--- src/rtl/countdown_multi_if.sv ---
// rtl/countdown_multi_if.sv - control/status bundle for the multi-channel countdown timer
interface countdown_multi_if #(
    parameter int CHANNELS   = 4,
    parameter int COUNT_BITS = 8
);
    logic                           tick;
    logic                           enable;
    logic [CHANNELS-1:0]            start;
    logic [CHANNELS-1:0]            abort;
    logic [CHANNELS-1:0]            hold;
    logic [CHANNELS-1:0]            reload_mode;
    logic [CHANNELS*COUNT_BITS-1:0] count_from;
    logic [CHANNELS*COUNT_BITS-1:0] current_count;
    logic [CHANNELS-1:0]            running;
    logic [CHANNELS-1:0]            timeout;
    logic [CHANNELS-1:0]            expired;

    modport master (
        output tick, enable, start, abort, hold, reload_mode, count_from,
        input  current_count, running, timeout, expired
    );

    modport slave (
        input  tick, enable, start, abort, hold, reload_mode, count_from,
        output current_count, running, timeout, expired
    );
endinterface

--- src/rtl/countdown_multi.sv ---
// rtl/countdown_multi.sv - CHANNELS independent down-counters sharing one tick strobe
module countdown_multi #(
    parameter int CHANNELS   = 4,
    parameter int COUNT_BITS = 8
) (
    input  logic            clk,
    input  logic            rst_n,
    countdown_multi_if.slave bus
);
    localparam logic [COUNT_BITS-1:0] ONE = COUNT_BITS'(1);

    logic [CHANNELS-1:0][COUNT_BITS-1:0] count_w;
    logic [CHANNELS-1:0]                 running_w;
    logic [CHANNELS-1:0]                 timeout_w;
    logic [CHANNELS-1:0]                 expired_w;

    for (genvar i = 0; i < CHANNELS; i++) begin : g_ch
        typedef enum logic [1:0] {S_IDLE, S_RUN, S_DONE} state_t;

        state_t                state_q;
        logic [COUNT_BITS-1:0] count_q;
        logic                  running_q;
        logic                  timeout_q;
        logic                  expired_q;
        logic [COUNT_BITS-1:0] load_d;
        logic                  dec_d;

        assign load_d = bus.count_from[i*COUNT_BITS +: COUNT_BITS];
        assign dec_d  = bus.tick & bus.enable & ~bus.hold[i];

        // abort beats start beats the tick; a zero load expires at once
        always_ff @(posedge clk or negedge rst_n) begin
            if (!rst_n) begin
                state_q   <= S_IDLE;
                count_q   <= '0;
                running_q <= 1'b0;
                timeout_q <= 1'b0;
                expired_q <= 1'b0;
            end else begin
                timeout_q <= 1'b0;
                if (bus.abort[i]) begin
                    state_q   <= S_IDLE;
                    count_q   <= '0;
                    running_q <= 1'b0;
                    expired_q <= 1'b0;
                end else if (bus.start[i]) begin
                    count_q <= load_d;
                    if (load_d != '0) begin
                        state_q   <= S_RUN;
                        running_q <= 1'b1;
                        expired_q <= 1'b0;
                    end else begin
                        state_q   <= S_DONE;
                        running_q <= 1'b0;
                        timeout_q <= 1'b1;
                        expired_q <= 1'b1;
                    end
                end else if (state_q == S_RUN && dec_d) begin
                    if (count_q > ONE) begin
                        count_q <= count_q - ONE;
                    end else if (bus.reload_mode[i] && load_d != '0) begin
                        count_q   <= load_d;
                        timeout_q <= 1'b1;
                    end else begin
                        state_q   <= S_DONE;
                        count_q   <= '0;
                        running_q <= 1'b0;
                        timeout_q <= 1'b1;
                        expired_q <= 1'b1;
                    end
                end
            end
        end

        assign count_w[i]   = count_q;
        assign running_w[i] = running_q;
        assign timeout_w[i] = timeout_q;
        assign expired_w[i] = expired_q;
    end

    assign bus.current_count = count_w;
    assign bus.running       = running_w;
    assign bus.timeout       = timeout_w;
    assign bus.expired       = expired_w;
endmodule

--- src/flat_wrapper.sv ---
// flat-port wrapper written by rule: the top's interface ports become plain ports
module countdown_multi_flat 
#(
    parameter int CHANNELS   = 4,
    parameter int COUNT_BITS = 8
)
  (clk, rst_n, bus_tick, bus_enable, bus_start, bus_abort, bus_hold, bus_reload_mode, bus_count_from, bus_current_count, bus_running, bus_timeout, bus_expired);
  countdown_multi_if #(.CHANNELS(CHANNELS), .COUNT_BITS(COUNT_BITS)) bus_i ();
  input  logic clk;
  input  logic rst_n;
  input wire logic [$bits(bus_i.tick)-1:0] bus_tick;
  input wire logic [$bits(bus_i.enable)-1:0] bus_enable;
  input wire logic [$bits(bus_i.start)-1:0] bus_start;
  input wire logic [$bits(bus_i.abort)-1:0] bus_abort;
  input wire logic [$bits(bus_i.hold)-1:0] bus_hold;
  input wire logic [$bits(bus_i.reload_mode)-1:0] bus_reload_mode;
  input wire logic [$bits(bus_i.count_from)-1:0] bus_count_from;
  output wire logic [$bits(bus_i.current_count)-1:0] bus_current_count;
  output wire logic [$bits(bus_i.running)-1:0] bus_running;
  output wire logic [$bits(bus_i.timeout)-1:0] bus_timeout;
  output wire logic [$bits(bus_i.expired)-1:0] bus_expired;
  assign bus_i.tick = bus_tick;
  assign bus_i.enable = bus_enable;
  assign bus_i.start = bus_start;
  assign bus_i.abort = bus_abort;
  assign bus_i.hold = bus_hold;
  assign bus_i.reload_mode = bus_reload_mode;
  assign bus_i.count_from = bus_count_from;
  assign bus_current_count = bus_i.current_count;
  assign bus_running = bus_i.running;
  assign bus_timeout = bus_i.timeout;
  assign bus_expired = bus_i.expired;
  countdown_multi #(.CHANNELS(CHANNELS), .COUNT_BITS(COUNT_BITS)) u_core (.clk(clk), .rst_n(rst_n), .bus(bus_i));
endmodule
--- config.mk ---
export PLATFORM = sky130hd
export DESIGN_NAME = countdown_multi_flat
export DESIGN_NICKNAME = d
export VERILOG_FILES = /design/src/rtl/countdown_multi_if.sv /design/src/rtl/countdown_multi.sv /design/src/flat_wrapper.sv
export SDC_FILE = /design/constraint.sdc
export NUM_CORES = 1
export LEC_CHECK = 0
export BUFFER_PORTS_ARGS = -buffer_cell sky130_fd_sc_hd__buf_2
export CAP_MARGIN = 40
export CORE_MARGIN = 1
export CORE_UTILIZATION = 50
export DETAILED_ROUTE_END_ITERATION = 7
export PLACE_DENSITY_LB_ADDON = 0.3
export SETUP_SLACK_MARGIN = 0.05
export SLEW_MARGIN = 20
export SYNTH_ARGS = -nofsm -noshare
export SYNTH_HDL_FRONTEND = slang
export SYNTH_SLANG_ARGS = --single-unit
--- constraint.sdc ---
create_clock -name clk -period 3.07 [get_ports clk]
set_clock_uncertainty 0.2 [all_clocks]
set_input_delay 0.307 -clock clk [delete_from_list [all_inputs] [get_ports clk]]
set_output_delay 0.307 -clock clk [all_outputs]
set_load 0.02 [all_outputs]
==> results.md, run 1 <==
- GPL Wtd Cong: 0.938
- Quantity of hold-fixing buffers added after cts: 1
- Initial Utilization: around 53%
- Synth Flop Type: dfrtp_1
- Post-synthesis sequential area ratio: about a third
- Clk buf depth: 2
- Slew HR: between 60 and 70%
- Largest net degree at the start of global routing: 27
- First-pass GRT wire length: around 13 mm
- TritonCTS clock tree: done
- Number of routed nets with antenna violations: 0
- Iteration-0 DRC Markers: 176
- Xor-xnor portion of the synthesized cell area: between 2 and 2.5%
- Worst EP required: 3.05 ns
- Internal: about 1000 uW
- Leakage power: 1.73 nW
- Clock root buffer: clkbuf_8
- Tmin final: between 2 and 2.5 ns
- IO Pins: 96
- Vias in the first global route: 2891
- Peak Freq: 439 MHz
- Die Y: around 80 um
- Fin util: 62.0%
- Worst VDD drop: 240 uV
- Port bufs: 95
- 1st-pass router iterations: 4
- CP Max Fanout: 8
- EDFF count, synth: 0
- Yosys cell types: 63
- Die ar.: 0.00676 sq mm
- Nets: 508
- Most common cell after layout, fill and taps aside: buf_2
- Clk sink count: 44
- H-tree Lvls: 2
- Total of max-cap violations: 0
- DRC viols: 0
- Final Cell Area: about 0.0038 sq mm
- CTS resizes: 0
- Hold Crit Class: in2reg
- Commonest non-fill, non-tap cells in the layout: 95 x buf_2, 44 x dfrtp_1, 39 x nor2_1
- CTS clk-pin slew, worst paths: 0.08 ns
- Mapped Area: 0.00322 sq mm
- Sw frac: roughly a third
- Status: completed
- TNS Setup: 0 ns
- Sequential fraction of design power: about 45%
- Hold Crit Depth: 3
- Combinational share of power: 31.0%
- Die width: 82.2 um
- Largest family of logic cells by synthesized area: simple AND/OR/NAND/NOR gates
- Simple-gate portion of the synthesized area: 29.1%
- GRT Overall Usage: 25.3%
- Fillers: 550
- Clock share of power: 24.4%
- Setup violators final: 0
- DP HPWL: 6.26 mm
- Placed cell count: 515
- Adder-cell share of the synthesized area: around 3.1%
- Reg2reg path depth: 7
- Crit path capture type: flop
- # rows: 28
- Final hold viol count: 0
- Mapped Cells: 368
- YS warnings: 0
- #FFs+latches synth: 44
- Syn_area_per_cell: 8.74 sq um
- Area growth from synthesis to layout: 16.8%
- Synth Area in Compound Gates: between 20% and 30%
- Initial antenna violation count: 0
- Post-CTS Setup Bufs: 0
- Async SR Flop Fraction: 100%
- P per Cell Area: 410 mW/mm^2
- RSZ-0062 raised after global routing: false
- Via count: 3180
- CP startpoint kind: flop
- Routed WL: 8.12 mm
- Per-cell routed wire length: 15.5 um
- Instance area at placement: 0.00366 sq mm
- Final Instance Count excl. Fillers: 524
- Syn_nets: 428
- Crit Path Category: reg2reg
- CP Data Arrival Time: between 2 and 2.5 ns
- P_sw: 543 uW
- Total congestion overflow: 0
- Diodes inserted: 0
- Worst slew pin tran: 0.587 ns
- Post-route clock period utilization: 74.2%
- Share of post-route cells with drive strength above 1: between 20 and 30%
- Hold slack final: 0.0711 ns
- Final slew viol count: 0
- Post-synthesis mux area share: 1.91%
- Core Area: 0.00606 sq mm
- Num CTS Buffers: 5
- Via-to-Cell Ratio: 6.07
- Clock latency at the later pin of the worst-skew pair: 0.29 ns
state kept, by name, summed over array words and instances (netlist names):
register               cells
u_core.g_ch.count_q       32
u_core.g_ch.state_q        4
u_core.g_ch.running_q      3
u_core.g_ch.timeout_q      4
u_core.g_ch.expired_q      1
path summary, 6_finish.rpt:
kind | from | endpoint | slack (ns)
max | u_core.g_ch[1].count_q[0] | u_core.g_ch[1].count_q[7] | 0.79
min | bus_count_from[5] | u_core.g_ch[0].count_q[5] | 0.07
max reg2reg | u_core.g_ch[1].count_q[0] | u_core.g_ch[1].count_q[7] | 0.79
min reg2reg | u_core.g_ch[1].expired_q | u_core.g_ch[1].expired_q | 0.33
max in group asynchronous | rst_n | u_core.g_ch[2].count_q[4] | 1.90
min in group asynchronous | rst_n | u_core.g_ch[3].count_q[1] | 0.28
per-layer routing:
layer  vias to the layer above  routed length, um  track usage [%]
li1                       1540                  -                -
met1                      1504               3660             34.1
met2                       128               3890             41.4
met3                         8                486             4.40
met4                         0                 86             7.19
met5                         -                  0                0
stage by stage:
stage	setup WS [ns]	total power, mW
after floorplan	0.842	1.02
after global placement	0.851	1.16
after detailed placement	0.818	1.17
after CTS	0.801	1.55
after global routing	0.575	1.63
final	0.791	1.54
cells by family after synthesis:
| logic type | count (synthesis) |
|---|---|
| and+or+nand+nor | 157 |
| AOI/OAI and AO/OA | 100 |
| buffers and inverters | 44 |
| DFF | 44 |
| xor gates and xnor gates | 9 |
| adders and majority gates | 8 |
| muxes | 6 |
area by class of cell:
type                    count  area (sq um)  share of cell area [%]
multi-input cells         280          1880                    50.1
inverters                  18          67.6                    1.80
clock buffers               8          90.1                    2.40
well taps                  75          93.8                    2.50
flip-flops and latches     44          1100                    29.3
repair buffers             99           520                    13.9
cell usage after synthesis (3+ instances only):
master    count  share of area (%)
ha_1          8                3.1
nor2_1       39                4.6
nand3_1      12                1.9
mux2i_1       5                1.6
a31oi_1       8                1.6
nor4b_1       3               0.82
or3_1         4               0.78
o211ai_1      6                1.4
nor4_4        4                2.6
o22ai_1       5               0.97
o21ai_0      14                2.2
clkbuf_1      6               0.70
xnor2_1       8                2.2
nor4_1       15                2.9
o21a_1        4               0.93
nor3_1       21                3.3
a22oi_1       9                2.1
a211oi_1      3               0.70
a311oi_1      5                1.4
o32ai_1       3               0.82
a21oi_1      18                2.8
nand2b_1      6                1.2
a31o_2        5                1.4
nand2_1      25                2.9
inv_1        18                2.1
a221oi_1      3               0.82
o31ai_1       4               0.93
dfrtp_1      44                 34
and3_1        4               0.78
or2_2         3               0.58
buf_4        14                3.3
worst max-delay path, stage by stage, from the launching register on:
cell	delay [ns]
dfrtp_1	0.45
inv_1	0.09
ha_1	0.22
nor2_1	0.10
nor4b_4	0.41
a31o_2	0.32
nand2_1	0.09
a311oi_1	0.29
power groups by stage:
| stage | sequential [mW] | clock (mW) | combinational (mW) |
|---|---|---|---|
| after floorplan | 0.719 | 0 | 0.304 |
| after global placement | 0.695 | 0 | 0.465 |
| after detailed placement | 0.698 | 0 | 0.475 |
| after CTS | 0.686 | 0.383 | 0.477 |
| after global routing | 0.695 | 0.407 | 0.530 |
| final | 0.688 | 0.376 | 0.478 |
Power figures use the tool's default switching activity.
==> inputs of run 2 (changes only) <==
==> constraint.sdc (replaced) <==
create_clock -name clk -period 2.1 [get_ports clk]
set_clock_uncertainty 0.2 [all_clocks]
set_input_delay 0.21 -clock clk [delete_from_list [all_inputs] [get_ports clk]]
set_output_delay 0.21 -clock clk [all_outputs]
set_load 0.02 [all_outputs]
==> results.md, run 2 (synthesized netlist as in run 1, its figures left out) <==
- Die width: 82.2 um (unchanged)
- # rows: 28 (unchanged)
- Largest regs: u_core.g_ch.count_q (32), u_core.g_ch.state_q (4), u_core.g_ch.timeout_q (4) (unchanged)
- Iteration-0 DRC Markers: 186 (was 176)
- Crit path capture type: flop (unchanged)
- DRC viols: 0 (unchanged)
- CTS clk-pin slew, worst paths: 0.08 ns (about the same)
- Die Y: 82.2 um (unchanged)
- Total congestion overflow: 0 (unchanged)
- Total of max-cap violations: 0 (unchanged)
- Worst slew pin tran: 0.539 ns (was 0.587 ns)
- Clk buf depth: 2 (unchanged)
- First-pass GRT wire length: 14.3 mm (was 13.2 mm)
- Largest net degree at the start of global routing: 24 (was 27)
- Nets: 563 (was 508)
- Area growth from synthesis to layout: 36.7% (was 16.8%)
- TNS Setup: 0 ns (unchanged)
- Max reg flops: 32 (unchanged)
- P per Cell Area: 568 mW/mm^2 (was 410 mW/mm^2)
- Die ar.: 0.00676 sq mm (unchanged)
- Routed WL: 9.41 mm (was 8.12 mm)
- Post-route clock period utilization: 99.9% (was 74.2%)
- Slew HR: 64.1% (was 60.5%)
- Peak Freq: 477 MHz (was 439 MHz)
- Core Area: 0.00606 sq mm (unchanged)
- GPL Wtd Cong: 0.894 (was 0.938)
- Vias in the first global route: 3115 (was 2891)
- Worst VDD drop: 362 uV (was 240 uV)
- Biggest register: u_core.g_ch.count_q (unchanged)
- Clock latency at the later pin of the worst-skew pair: 0.30 ns (was 0.29 ns)
- Leakage power: 2.01 nW (was 1.73 nW)
- Final setup margin: 0.00314 ns (was 0.791 ns)
- Total power: 2.49 mW (was 1.54 mW)
- Share of post-route cells with drive strength above 1: 41.1% (was 28.7%)
- Most common cell after layout, fill and taps aside: buf_2 (unchanged)
- Initial antenna violation count: 0 (unchanged)
- TritonCTS clock tree: done (unchanged)
- Final Instance Count excl. Fillers: 579 (was 524)
- Tmin final: 2.10 ns (was 2.28 ns)
- Clk sink count: 44 (unchanged)
- Port bufs: 95 (unchanged)
- Commonest non-fill, non-tap cells in the layout: 96 x buf_2, 40 x buf_4, 36 x nor2_1 (was 95 x buf_2, 44 x dfrtp_1, 39 x nor2_1)
- Hold Crit Class: in2reg (unchanged)
- R2R Setup Slk: 0.003 ns (was 0.79 ns)
- Setup violators final: 0 (unchanged)
- IO Pins: 96 (unchanged)
- CP startpoint kind: flop (unchanged)
- Diodes inserted: 0 (unchanged)
- Status: completed (unchanged)
- Hold slack final: 0.0149 ns (was 0.0711 ns)
- 1st-pass router iterations: 5 (was 4)
- Met3 WL: 589 um (was 486 um)
- Crit Path Category: reg2reg (unchanged)
- Initial Utilization: 53.1% (unchanged)
- Final hold viol count: 0 (unchanged)
- Worst slack, placed: -0.0116 ns (was 0.818 ns)
- Num CTS Buffers: 5 (unchanged)
- RSZ-0062 raised after global routing: true (was false)
- Number of routed nets with antenna violations: 0 (unchanged)
- Final slew viol count: 0 (unchanged)
- DRT met1 WL: 4.01 mm (was 3.66 mm)
- GRT Overall Usage: 27.5% (was 25.3%)
- H-tree Lvls: 2 (unchanged)
- Met2 wire len: 4.62 mm (was 3.89 mm)
- Via count: 3523 (was 3180)
- Placed cell count: 544 (was 515)
- DP HPWL: 6.54 mm (was 6.26 mm)
- CP Data Arrival Time: 2.08 ns (was 2.26 ns)
- Max layer used: met4 (unchanged)
- Worst EP required: 2.09 ns (was 3.05 ns)
- Clock root buffer: clkbuf_8 (unchanged)
- Via-to-Cell Ratio: 6.08 (was 6.07)
- Per-cell routed wire length: 16.3 um (was 15.5 um)
- CP Max Fanout: 5 (was 8)
## run 2: changes by cell type in the layout (fill, tap and decap cells not counted), sizes merged
| cell | delta |
|---|---|
| buf | +40 |
| dlygate4sd3 | +15 |
## run 2: cell type report
cell class | count | area, sq um
Fill cell | 497 | 1670
Timing Repair Buffer | 154 | 972
Sequential cell | 44 | 1110
Inverter | 18 | 67.6
Multi-Input combinational cell | 280 | 2050
Tap cell | 75 | 93.8
Clock buffer | 8 | 100
## run 2: path summary, 6_finish.rpt
check                                       endpoint                       from  cells after the start
setup / recovery           u_core.g_ch[3].count_q[0]  u_core.g_ch[3].count_q[5]                      5
max in group asynchronous  u_core.g_ch[0].count_q[7]                      rst_n                      3
min in group asynchronous  u_core.g_ch[1].count_q[4]                      rst_n                      2
setup reg to reg           u_core.g_ch[3].count_q[0]  u_core.g_ch[3].count_q[5]                      5
hold reg to reg             u_core.g_ch[1].expired_q   u_core.g_ch[1].expired_q                      1
hold / removal             u_core.g_ch[3].count_q[5]         bus_count_from[29]                      3
## run 2: stage by stage
| step | utilization [%] | cell area (sq um) |
|---|---|---|
| after floorplan | - | 3230 |
| after global placement | 64.2 | 3890 |
| after detailed placement | 64.2 | 3890 |
| after CTS | 68.6 | 4160 |
| after global routing | 72.5 | 4390 |
| final | 72.5 | 4390 |
## run 2: power by group
group	switching, mW	total [mW]	leakage, nW	internal, mW
logic	0.513	0.937	1.39	0.423
registers	0.0708	0.975	0.568	0.904
clock network	0.283	0.583	0.0515	0.301
total	0.866	2.49	2.01	1.63
## run 2: worst max-delay path: stages, from the launching register on
cell,delay [ns]
dfrtp_2,0.40
or4_4,0.56
nor4_4,0.25
and3_4,0.25
o21ai_0,0.07
a311oi_1,0.26
## run 2: timing repair
item                                   in CTS  in global routing
gates resized for setup                     4                 31
cloned                                      0                  1
setup buffers                               0                 10
hold buffers                               14                  2
setup endpoints to repair                   7                 34
endpoints found under the hold margin      34                  2
pin swaps                                   1                  8
## run 2: per-layer routing
layer | vias to the layer above | global-route usage, %
li1 | 1656 | -
met1 | 1675 | 36.7
met2 | 171 | 44.6
met3 | 21 | 4.51
met4 | 0 | 10.0
met5 | - | 0
==> inputs of run 3 (changes only) <==
--- a/config.mk
+++ b/config.mk
@@ -5,11 +5,12 @@
 export SDC_FILE = /design/constraint.sdc
 export NUM_CORES = 1
 export LEC_CHECK = 0
-export BUFFER_PORTS_ARGS = -buffer_cell sky130_fd_sc_hd__buf_2
 export CAP_MARGIN = 40
 export CORE_MARGIN = 1
 export CORE_UTILIZATION = 50
+export CTS_BUF_LIST = sky130_fd_sc_hd__clkbuf_16
 export DETAILED_ROUTE_END_ITERATION = 7
+export DONT_BUFFER_PORTS = 1
 export PLACE_DENSITY_LB_ADDON = 0.3
 export SETUP_SLACK_MARGIN = 0.05
 export SLEW_MARGIN = 20
==> results.md, run 3 (synthesized netlist as in run 1, its figures left out) <==
- Quantity of hold-fixing buffers added after cts: 34 (was 14)
- GPL Wtd Cong: 0.893 (was 0.894)
- Die width: 82.2 um (unchanged)
- Met3 Usage GRT: 8.02% (was 4.51%)
- Status: complete, but fails checks (was completed)
- Met1 Usage GRT: 35.4% (was 36.7%)
- GRT Overall Usage: 28.4% (was 27.5%)
- Final slew viol count: 0 (unchanged)
- Final Instance Count excl. Fillers: 520 (was 579)
- DP HPWL: 6.57 mm (was 6.54 mm)
- Via count: 3409 (was 3523)
- CP Max Fanout: 2 (was 5)
- Met2 usage: 46.9% (was 44.6%)
- IO Pins: 96 (unchanged)
- Tmin final: 2.13 ns (was 2.10 ns)
- CP startpoint kind: flop (unchanged)
- Crit Path Category: reg2reg (unchanged)
- Per-cell routed wire length: 20.0 um (was 16.3 um)
- Routed WL: 10.4 mm (was 9.41 mm)
- TNS Setup: -0.0588 ns (was 0 ns)
- Diodes inserted: 0 (unchanged)
- Commonest non-fill, non-tap cells in the layout: 59 x buf_4, 36 x nor2_1, 33 x dlygate4sd3_1, 33 x dfrtp_1, 25 x nand2_1 (was 96 x buf_2, 40 x buf_4, 36 x nor2_1)
- CTS clk-pin slew, worst paths: 0.06 ns (was 0.08 ns)
- RSZ-0062 raised after global routing: true (unchanged)
- Max reg flops: 32 (unchanged)
- Worst slew pin tran: 0.585 ns (was 0.539 ns)
- Worst EP required: 2.06 ns (was 2.09 ns)
- Clk sink count: 44 (unchanged)
- Core Area: 0.00606 sq mm (unchanged)
- Final setup margin: -0.0267 ns (was 0.00314 ns)
- Num CTS Buffers: 5 (unchanged)
- Biggest register: u_core.g_ch.count_q (unchanged)
- Worst VDD drop: 534 uV (was 362 uV)
- Setup violators final: 3 (was 0)
- # rows: 28 (unchanged)
- First-pass GRT wire length: 14.6 mm (was 14.3 mm)
- Most common cell after layout, fill and taps aside: buf_4 (was buf_2)
- Crit path capture type: flop (unchanged)
- Final hold viol count: 11 (was 0)
- Total congestion overflow: 0 (unchanged)
- Instance area at placement: 0.00355 sq mm (was 0.00389 sq mm)
- Via-to-Cell Ratio: 6.56 (was 6.08)
- Clk buf depth: 2 (unchanged)
- Die Y: 82.2 um (unchanged)
- Leakage power: 1.81 nW (was 2.01 nW)
- Vias in the first global route: 3190 (was 3115)
- Placed cell count: 468 (was 544)
- P per Cell Area: 603 mW/mm^2 (was 568 mW/mm^2)
- Number of routed nets with antenna violations: 0 (unchanged)
- Post-route clock period utilization: 101% (was 99.9%)
- Hold slack final: -0.224 ns (was 0.0149 ns)
- Initial antenna violation count: 0 (unchanged)
- Share of post-route cells with drive strength above 1: 33.0% (was 41.1%)
- CP Data Arrival Time: 2.09 ns (was 2.08 ns)
- 1st-pass router iterations: 6 (was 5)
- Hold Crit Class: in2reg (unchanged)
- H-tree Lvls: 2 (unchanged)
- TritonCTS clock tree: done (unchanged)
- Nets: 504 (was 563)
- Iteration-0 DRC Markers: 258 (was 186)
- Area growth from synthesis to layout: 38.0% (was 36.7%)
- Failing checks: hold timing, setup timing
- Peak Freq: 470 MHz (was 477 MHz)
- Initial Utilization: 53.1% (unchanged)
- Clock latency at the later pin of the worst-skew pair: 0.28 ns (was 0.30 ns)
- Largest regs: u_core.g_ch.count_q (32), u_core.g_ch.state_q (4), u_core.g_ch.timeout_q (4) (unchanged)
- DRC viols: 0 (unchanged)
- Largest net degree at the start of global routing: 45 (was 24)
- Final Cell Area: 0.00444 sq mm (was 0.00439 sq mm)
- Total of max-cap violations: 0 (unchanged)
- Die ar.: 0.00676 sq mm (unchanged)
- Slew HR: 60.9% (was 64.1%)
- Port bufs: 0 (was 95)
- GR peak layer: met2 (unchanged)
- Fillers: 432 (was 497)
- Fin util: 73.2% (was 72.5%)
- Clock root buffer: clkbuf_16 (was clkbuf_8)
run 3: changes by cell type in the layout (fill, tap and decap cells not counted), sizes merged:
cell,change
inv,+2
clkbuf,-3
buf,-76
dlygate4sd3,+17
clkinv,+1
run 3: metrics by stage:
step                hold slack, ns  power (mW)  setup WS (ns)
floorplan                   -0.286        1.50        -0.0551
finish                      -0.224        2.68        -0.0267
detailed placement          -0.285        1.69        -0.0516
global route                -0.233        2.80         -0.131
CTS                         -0.224        2.55        0.00915
global placement            -0.285        1.68       -0.00571
run 3: critical path: stages, from the launching register on:
cell and delay (ns):
dfrtp_2 0.41, or4_4 0.57, nor4_4 0.16, mux2_4 0.34, a221oi_2 0.25, nor3_2 0.08
run 3: per-layer routing:
metal  vias to the layer above  part of all wire, %
met5                         -                    0
met2                       208                   49
li1                       1531                    -
met4                         0                  2.4
met3                        30                  9.5
met1                      1640                   39
run 3: final timing paths:
path / startpoint / slack (ns) / endpoint / depth (start not counted)
worst max-delay path: u_core.g_ch[3].count_q[2] / -0.03 / u_core.g_ch[3].count_q[7] / 5
max in group asynchronous: rst_n / 1.21 / u_core.g_ch[1].count_q[0] / 2
min in group asynchronous: rst_n / 0.27 / u_core.g_ch[0].state_q[0] / 2
worst min register to register: u_core.g_ch[1].count_q[0] / 0.46 / u_core.g_ch[1].count_q[0] / 2
worst min-delay path: bus_abort[3] / -0.22 / u_core.g_ch[3].count_q[4] / 1
worst max register to register: u_core.g_ch[3].count_q[2] / -0.03 / u_core.g_ch[3].count_q[7] / 5
run 3: layout make-up:
| type | instances | area, sq um | share of cell area [%] |
|---|---|---|---|
| multi-input cells | 280 | 2200 | 49.6 |
| flip-flops and latches | 44 | 1110 | 25.1 |
| repair buffers | 95 | 823 | 18.6 |
| clock buffers | 5 | 125 | 2.82 |
| well taps | 75 | 93.8 | 2.12 |
| inverters | 18 | 67.6 | 1.52 |
| clock inverters | 3 | 12.5 | 0.282 |
run 3: report_power, final:
part           internal [mW]  switching (mW)
Combinational          0.438           0.514
Sequential             0.906          0.0694
Clock                  0.430           0.319
Total                   1.77           0.903
run 3: repair_timing:
item,in CTS,in global routing
hold endpoints to repair,88,11
setup buffers,1,8
setup endpoints to repair,9,36
pin swaps,5,22
gates resized for setup,13,53
cloned,0,1
